### config.mk
export PLATFORM = sky130hd
export DESIGN_NAME = ps2_rx_fifo
export DESIGN_NICKNAME = d
export VERILOG_FILES = /design/src/rtl/ps2_pkg.sv /design/src/rtl/sync_fifo.sv /design/src/rtl/ps2_rx_fifo.sv
export SDC_FILE = /design/constraint.sdc
export NUM_CORES = 1
export LEC_CHECK = 0
export CAP_MARGIN = 40
export CORE_MARGIN = 2
export CORE_UTILIZATION = 25
export DETAILED_ROUTE_END_ITERATION = 10
export GPL_TIMING_DRIVEN = 0
export PLACE_DENSITY_LB_ADDON = 0.3
export RECOVER_POWER = 25
export SETUP_SLACK_MARGIN = 0.3
export SKIP_CTS_REPAIR_TIMING = 1
export SYNTH_ARGS = -nofsm -noshare
export SYNTH_HDL_FRONTEND = slang
export SYNTH_HIERARCHICAL = 1
export SYNTH_SLANG_ARGS = --single-unit
### constraint.sdc
create_clock -name clk -period 8.9 [get_ports clk]
set_input_delay 2.225 -clock clk [delete_from_list [all_inputs] [get_ports clk]]
set_output_delay 2.225 -clock clk [all_outputs]
set_load 0.02 [all_outputs]
### src/rtl/ps2_pkg.sv
// Shared types and constants for the PS/2 receive path.
package ps2_pkg;

    localparam logic [7:0] PS2_EXT = 8'hE0;
    localparam logic [7:0] PS2_BRK = 8'hF0;

    typedef struct packed {
        logic       ext;
        logic       brk;
        logic [7:0] code;
    } ps2_evt_t;

    typedef enum logic {
        ST_IDLE = 1'b0,
        ST_BITS = 1'b1
    } ps2_state_e;

endpackage

### src/rtl/sync_fifo.sv
// Single-clock show-ahead FIFO; a push into a full FIFO is accepted only
// when a pop happens in the same cycle.
module sync_fifo #(
    parameter int unsigned WIDTH = 10,
    parameter int unsigned DEPTH = 8
) (
    input  logic                     clk,
    input  logic                     rst,
    input  logic                     push,
    input  logic [WIDTH-1:0]         wr_data,
    input  logic                     pop,
    output logic [WIDTH-1:0]         rd_data,
    output logic                     full,
    output logic                     empty,
    output logic [$clog2(DEPTH):0]   count
);

    localparam int unsigned AW = $clog2(DEPTH);
    typedef logic [AW-1:0] ptr_t;
    typedef logic [AW:0]   cnt_t;

    logic [WIDTH-1:0] mem_q [DEPTH];
    logic [WIDTH-1:0] mem_d [DEPTH];
    ptr_t wr_ptr_q, wr_ptr_d, rd_ptr_q, rd_ptr_d;
    cnt_t cnt_q, cnt_d;
    logic do_push, do_pop;

    assign full    = (cnt_q == cnt_t'(DEPTH));
    assign empty   = (cnt_q == '0);
    assign count   = cnt_q;
    assign rd_data = mem_q[rd_ptr_q];

    always_comb begin
        do_pop   = pop && !empty;
        do_push  = push && (!full || do_pop);
        mem_d    = mem_q;
        wr_ptr_d = wr_ptr_q;
        rd_ptr_d = rd_ptr_q;
        cnt_d    = cnt_q;
        if (do_push) begin
            mem_d[wr_ptr_q] = wr_data;
            wr_ptr_d        = wr_ptr_q + ptr_t'(1);
        end
        if (do_pop) begin
            rd_ptr_d = rd_ptr_q + ptr_t'(1);
        end
        if (do_push && !do_pop) begin
            cnt_d = cnt_q + cnt_t'(1);
        end else if (do_pop && !do_push) begin
            cnt_d = cnt_q - cnt_t'(1);
        end
    end

    always_ff @(posedge clk) begin
        mem_q <= mem_d;
    end

    always_ff @(posedge clk) begin
        if (rst) begin
            wr_ptr_q <= '0;
            rd_ptr_q <= '0;
            cnt_q    <= '0;
        end else begin
            wr_ptr_q <= wr_ptr_d;
            rd_ptr_q <= rd_ptr_d;
            cnt_q    <= cnt_d;
        end
    end

endmodule

### src/rtl/ps2_rx_fifo.sv
// PS/2 keyboard receiver: pin synchronisation, clock deglitch, frame decode,
// E0/F0 prefix folding and a queue of decoded key events.
module ps2_rx_fifo
    import ps2_pkg::*;
#(
    parameter int unsigned FIFO_DEPTH  = 8,
    parameter int unsigned FILTER_LEN  = 4,
    parameter int unsigned TIMEOUT_CYC = 5000
) (
    input  logic                          clk,
    input  logic                          rst,
    input  logic                          ps2_clk,
    input  logic                          ps2_dat,
    input  logic                          read_next,
    input  logic                          clr_ovf,
    output logic                          ready,
    output logic [7:0]                    data,
    output logic                          is_ext,
    output logic                          is_break,
    output logic [$clog2(FIFO_DEPTH):0]   count,
    output logic                          overflow,
    output logic                          parity_err,
    output logic                          frame_err,
    output logic                          timeout_err
);

    localparam int unsigned FCW = $clog2(FILTER_LEN + 1);
    localparam int unsigned TCW = $clog2(TIMEOUT_CYC + 1);

    logic ck_s1_q, ck_s1_d, ck_s2_q, ck_s2_d;
    logic dt_s1_q, dt_s1_d, dt_s2_q, dt_s2_d;
    logic filt_q, filt_d;
    logic [FCW-1:0] fcnt_q, fcnt_d;
    ps2_state_e state_q, state_d;
    logic [3:0] idx_q, idx_d;
    logic [8:0] sr_q, sr_d;
    logic [TCW-1:0] tcnt_q, tcnt_d;
    logic ext_q, ext_d, brk_q, brk_d;
    logic ovf_q, ovf_d;
    logic perr_q, perr_d, ferr_q, ferr_d, terr_q, terr_d;
    logic strobe, push;
    logic fifo_full, fifo_empty;
    ps2_evt_t push_evt, head;

    always_comb begin
        ck_s1_d = ps2_clk;
        ck_s2_d = ck_s1_q;
        dt_s1_d = ps2_dat;
        dt_s2_d = dt_s1_q;
        filt_d  = filt_q;
        fcnt_d  = '0;
        // Run length of samples disagreeing with the filtered level; any agreeing sample restarts it.
        if (ck_s2_q != filt_q) begin
            if (fcnt_q == FCW'(FILTER_LEN - 1)) begin
                filt_d = ~filt_q;
            end else begin
                fcnt_d = fcnt_q + FCW'(1);
            end
        end
        strobe = filt_q && !filt_d;
    end

    always_comb begin
        state_d       = state_q;
        idx_d         = idx_q;
        sr_d          = sr_q;
        tcnt_d        = '0;
        ext_d         = ext_q;
        brk_d         = brk_q;
        perr_d        = 1'b0;
        ferr_d        = 1'b0;
        terr_d        = 1'b0;
        push          = 1'b0;
        push_evt.ext  = ext_q;
        push_evt.brk  = brk_q;
        push_evt.code = sr_q[7:0];
        case (state_q)
            ST_IDLE: begin
                if (strobe) begin
                    if (!dt_s2_q) begin
                        state_d = ST_BITS;
                        idx_d   = 4'd1;
                    end else begin
                        ferr_d = 1'b1;
                    end
                end
            end
            ST_BITS: begin
                if (strobe) begin
                    if (idx_q == 4'd10) begin
                        state_d = ST_IDLE;
                        idx_d   = '0;
                        // sr_q holds data bits 1..8 in [7:0] and the parity bit in [8].
                        if (!dt_s2_q) begin
                            ferr_d = 1'b1;
                        end else if (!(^sr_q)) begin
                            perr_d = 1'b1;
                        end else if (sr_q[7:0] == PS2_EXT) begin
                            ext_d = 1'b1;
                        end else if (sr_q[7:0] == PS2_BRK) begin
                            brk_d = 1'b1;
                        end else begin
                            push  = 1'b1;
                            ext_d = 1'b0;
                            brk_d = 1'b0;
                        end
                    end else begin
                        sr_d  = {dt_s2_q, sr_q[8:1]};
                        idx_d = idx_q + 4'd1;
                    end
                end else if (tcnt_q == TCW'(TIMEOUT_CYC - 1)) begin
                    terr_d  = 1'b1;
                    state_d = ST_IDLE;
                    idx_d   = '0;
                end else begin
                    tcnt_d = tcnt_q + TCW'(1);
                end
            end
            default: begin
                state_d = ST_IDLE;
                idx_d   = '0;
            end
        endcase
    end

    // A full FIFO only drops the event when no pop frees a slot in the same cycle.
    always_comb begin
        ovf_d = ovf_q;
        if (push && fifo_full && !read_next) begin
            ovf_d = 1'b1;
        end else if (clr_ovf) begin
            ovf_d = 1'b0;
        end
    end

    always_ff @(posedge clk) begin
        if (rst) begin
            ck_s1_q <= 1'b1;
            ck_s2_q <= 1'b1;
            dt_s1_q <= 1'b1;
            dt_s2_q <= 1'b1;
            filt_q  <= 1'b1;
            fcnt_q  <= '0;
            state_q <= ST_IDLE;
            idx_q   <= '0;
            sr_q    <= '0;
            tcnt_q  <= '0;
            ext_q   <= 1'b0;
            brk_q   <= 1'b0;
            ovf_q   <= 1'b0;
            perr_q  <= 1'b0;
            ferr_q  <= 1'b0;
            terr_q  <= 1'b0;
        end else begin
            ck_s1_q <= ck_s1_d;
            ck_s2_q <= ck_s2_d;
            dt_s1_q <= dt_s1_d;
            dt_s2_q <= dt_s2_d;
            filt_q  <= filt_d;
            fcnt_q  <= fcnt_d;
            state_q <= state_d;
            idx_q   <= idx_d;
            sr_q    <= sr_d;
            tcnt_q  <= tcnt_d;
            ext_q   <= ext_d;
            brk_q   <= brk_d;
            ovf_q   <= ovf_d;
            perr_q  <= perr_d;
            ferr_q  <= ferr_d;
            terr_q  <= terr_d;
        end
    end

    sync_fifo #(
        .WIDTH($bits(ps2_evt_t)),
        .DEPTH(FIFO_DEPTH)
    ) u_fifo (
        .clk     (clk),
        .rst     (rst),
        .push    (push),
        .wr_data (push_evt),
        .pop     (read_next),
        .rd_data (head),
        .full    (fifo_full),
        .empty   (fifo_empty),
        .count   (count)
    );

    assign ready       = !fifo_empty;
    assign data        = head.code;
    assign is_ext      = head.ext;
    assign is_break    = head.brk;
    assign overflow    = ovf_q;
    assign parity_err  = perr_q;
    assign frame_err   = ferr_q;
    assign timeout_err = terr_q;

endmodule

==> metrics.txt <==
fraction of layout cells with a size suffix above 1 between 10% and 20%; sequential-to-total area share from yosys stat a little over three fifths; delay of the slowest cell on the worst path around 0.60 ns; via count 3163; synth-to-layout area growth 24.48%; WL/cell roughly 15 µm; commonest cells in the netlist 80 x edfxtp_1, 51 x dfxtp_1, 40 x nor2_1; Row Count 53; starting density of the core between 20 and 30%; r2r endpoint u_fifo/count[3]$_SDFFE_PP0P_; EDFF count, synth 80; reg-to-reg slack, setup about 4.7 ns; Placed Cells 700; delay-heaviest family, CP buffers and inverters; VDD IR-drop max ~0.00014 V; Pint between 0.001 and 0.0015 W; CP Launch Type register; IO Port Bufs 24; cell taking the most area after synthesis edfxtp_1; Via density 4.321; drt first pass iters 4; FMAX 205.2 MHz; worst setup path start u_fifo/rd_ptr_q[1]$_SDFFE_PP0P_; synth warn 6; max_slew headroom between 40% and 50%; clk root buf clkbuf_16; gr ovfl total 0; RSZ-0062 raised after global routing no; Core Region between 20000 and 25000 µm²; Post-Synthesis Cell Area 5423 µm²; measured slew at the worst slew-check pin between 0.8 and 0.9 ns; sw frac 23.50%; Setup CP Type register to primary output; number of cells on the critical path 4; CTS tree built; Clock Sink Count 131; Mean Syn Cell Area roughly 14 µm²; GP Congestion about 0.75; Net Sw Power ~0.00037 W; initial antenna violation count 0; # fillers 2065; clock slew seen by the registers of the worst setup and hold paths roughly 0.06 ns; Worst setup EP type primary output; Worst Skew between 0.01 and 0.015 ns; Total GRT Usage between 10% and 20%; max cap viols 0; LEAKAGE 2.129 nW; die height ~150 µm; Arr. time, crit path between 2 and 3 ns; final worst-path cycle share a little over half; Die ar. approximately 23000 µm²; Sum Neg Setup Slack 0 ns; I/O pin cnt 25; Worst R2R Start sr_q[6]$_SDFFE_PP0P_; final net count 466; Die X approximately 150 µm; Synth async-reset ratio 0%; hpwl dp around 7500 µm; combinational fraction of design power between 10% and 20%; final hold violation count 0; Cell Chain, Critical Path clkbuf_1, mux4_2, mux2_2, clkdlybuf4s50_1; synth unique cells 51; #FFs+latches synth 131; cell with the most instances after synthesis edfxtp_1; Worst EP required 6.68 ns; hold depth 1; Setup violations, final 0; latest clock arrival within the worst-skew pair 0.42 ns; cts bufs inserted 17; WP buf/inv 2; r2r worst-path depth 14; post-synth top area share between 40% and 50%; Max FO, Critical Path 10; htree depth 4; WL final 10760 µm; min Tclk post-route just under 5 ns; Most used DFF post-synth edfxtp_1; Slew Limit Fails 0; status completed; largest net degree at the start of global routing 17; post-route ant nets 0; first-pass GRT wire length about 17000 µm; Starting DRT DRC Count 120; Post-Syn Instances roughly 390; slowest cell on the critical path clkbuf_1; CP endpoint data[4]; syn_nets 414; number of global-route vias before repair 3393; Finished Layout Cells between 700 and 800; sequential group share of total power about two fifths; Tightest Hold Check Type register to register; synth top area cells edfxtp_1 44%, dfxtp_1 19%, mux4_2 8.3%, ha_1 3.5%, nor2_1 2.8%; pwr dens approximately 240 nW/µm²; ANT cells 0; Post-route DRC 0; Clk pwr share 45.2%; deepest clock path buffer count 2
[registers in the layout, indices dropped and copies added (netlist names)]
| name | cells |
|---|---|
| dt_s1_q | 1 |
| parity_err | 1 |
| idx_q | 4 |
| u_fifo/rd_ptr_q | 3 |
| timeout_err | 1 |
| u_fifo/mem_q | 80 |
| frame_err | 1 |
| sr_q | 9 |
| ck_s2_q | 1 |
| tcnt_q | 13 |
| overflow | 1 |
| ext_q | 1 |
| state_q | 1 |
| ck_s1_q | 1 |
| u_fifo/wr_ptr_q | 3 |
| fcnt_q | 3 |
| brk_q | 1 |
| dt_s2_q | 1 |
| u_fifo/count | 4 |
| filt_q | 1 |
[worst reg2reg max path: cells and delay by family, from the launching register on]
family / cells / cell delay [ns]
adder cells (fa/ha/maj): 3 / 0.84
AND/OR/NAND/NOR: 1 / 0.59
multiplexers: 1 / 0.33
flip-flops: 1 / 0.56
AO/OA/AOI/OAI: 5 / 0.89
buffers and inverters: 2 / 0.22
XOR/XNOR: 2 / 0.71
[metal layers]
layer  global-route usage (%)  share of wire, %
met1                    12.44                45
met2                    17.58                50
met3                    3.012               3.9
met4                    4.159               1.3
met5                        0                 0
[how the worst min path moves through the flow]
stage                             startpoint            endpoint  slack, ns
after global routing      ck_s1_q$_SDFF_PP1_  ck_s2_q$_SDFF_PP1_       0.42
after detailed placement  dt_s1_q$_SDFF_PP1_  dt_s2_q$_SDFF_PP1_       0.39
after CTS                 dt_s1_q$_SDFF_PP1_  dt_s2_q$_SDFF_PP1_       0.41
after floorplan           ck_s1_q$_SDFF_PP1_  ck_s2_q$_SDFF_PP1_       0.39
after global placement    ck_s1_q$_SDFF_PP1_  ck_s2_q$_SDFF_PP1_       0.39
final                     dt_s1_q$_SDFF_PP1_  dt_s2_q$_SDFF_PP1_       0.41
[cell usage in the layout, fill, tap and decap left out, types with 3 or more instances in the layout]
| cell type | count |
|---|---|
| clkdlybuf4s50_1 | 24 |
| nand2b_1 | 6 |
| buf_6 | 9 |
| inv_1 | 18 |
| nand4_1 | 3 |
| xor2_1 | 6 |
| nor3_2 | 4 |
| nor2_1 | 40 |
| xnor2_1 | 13 |
| nor3_1 | 4 |
| clkinv_1 | 3 |
| clkbuf_16 | 17 |
| mux2_2 | 10 |
| mux4_2 | 20 |
| ha_1 | 15 |
| a311oi_1 | 3 |
| nor2b_1 | 4 |
| nand3_1 | 7 |
| edfxtp_1 | 80 |
| bufinv_16 | 4 |
| nand2_1 | 31 |
| or2_2 | 4 |
| a21oi_1 | 15 |
| clkbuf_1 | 12 |
| dfxtp_1 | 51 |
| clkinvlp_4 | 5 |
| nor4_1 | 3 |
| buf_2 | 3 |
[per-stage QoR]
step	hold slack (ns)	cell area (µm²)	setup slack, ns	total power [W]	utilization (%)
2_1_floorplan	0.3895	5423	4.980	0.0008175	-
6_report	0.4069	6750	4.028	0.001595	31.91
4_1_cts	0.4076	6750	3.937	0.001618	31.91
3_5_place_dp	0.3940	6135	4.151	0.0008928	29.00
5_1_grt	0.4238	6750	3.851	0.001663	31.91
3_3_place_gp	0.3940	6007	3.474	0.0008861	28.40
[kinds of logic (layout without fill, tap and decap cells)]
group,count (synthesis),in the layout,synth area share (%)
compound gates,35,35,4.615
mux,34,34,11.17
buf+inv,33,98,2.353
simple gates,122,122,11.12
flops,131,131,63.13
fa+ha+maj,16,16,3.830
xor+xnor,21,21,3.784
[power by group through the flow]
stage	Clock (W)	Sequential, W	Combinational [W]
final	0.000721	0.000665	0.000209
after detailed placement	0	0.000678	0.000215
after global routing	0.000763	0.000667	0.000232
after floorplan	0	0.000682	0.000135
after global placement	0	0.000677	0.000209
after CTS	0.000738	0.000665	0.000215
[cell type report]
| cell class | count | area, µm² | area share (%) |
|---|---|---|---|
| inverter | 19 | 71.32 | 1.057 |
| buffer | 14 | 56.30 | 0.8341 |
| timing repair buffer | 33 | 341.6 | 5.060 |
| sequential | 131 | 3423 | 50.71 |
| clock buffer | 18 | 429.2 | 6.358 |
| tap | 275 | 344.1 | 5.097 |
| clock inverter | 14 | 186.4 | 2.762 |
| multi-input combinational | 228 | 1898 | 28.12 |
Note: power is estimated with default switching activity, not from simulation.
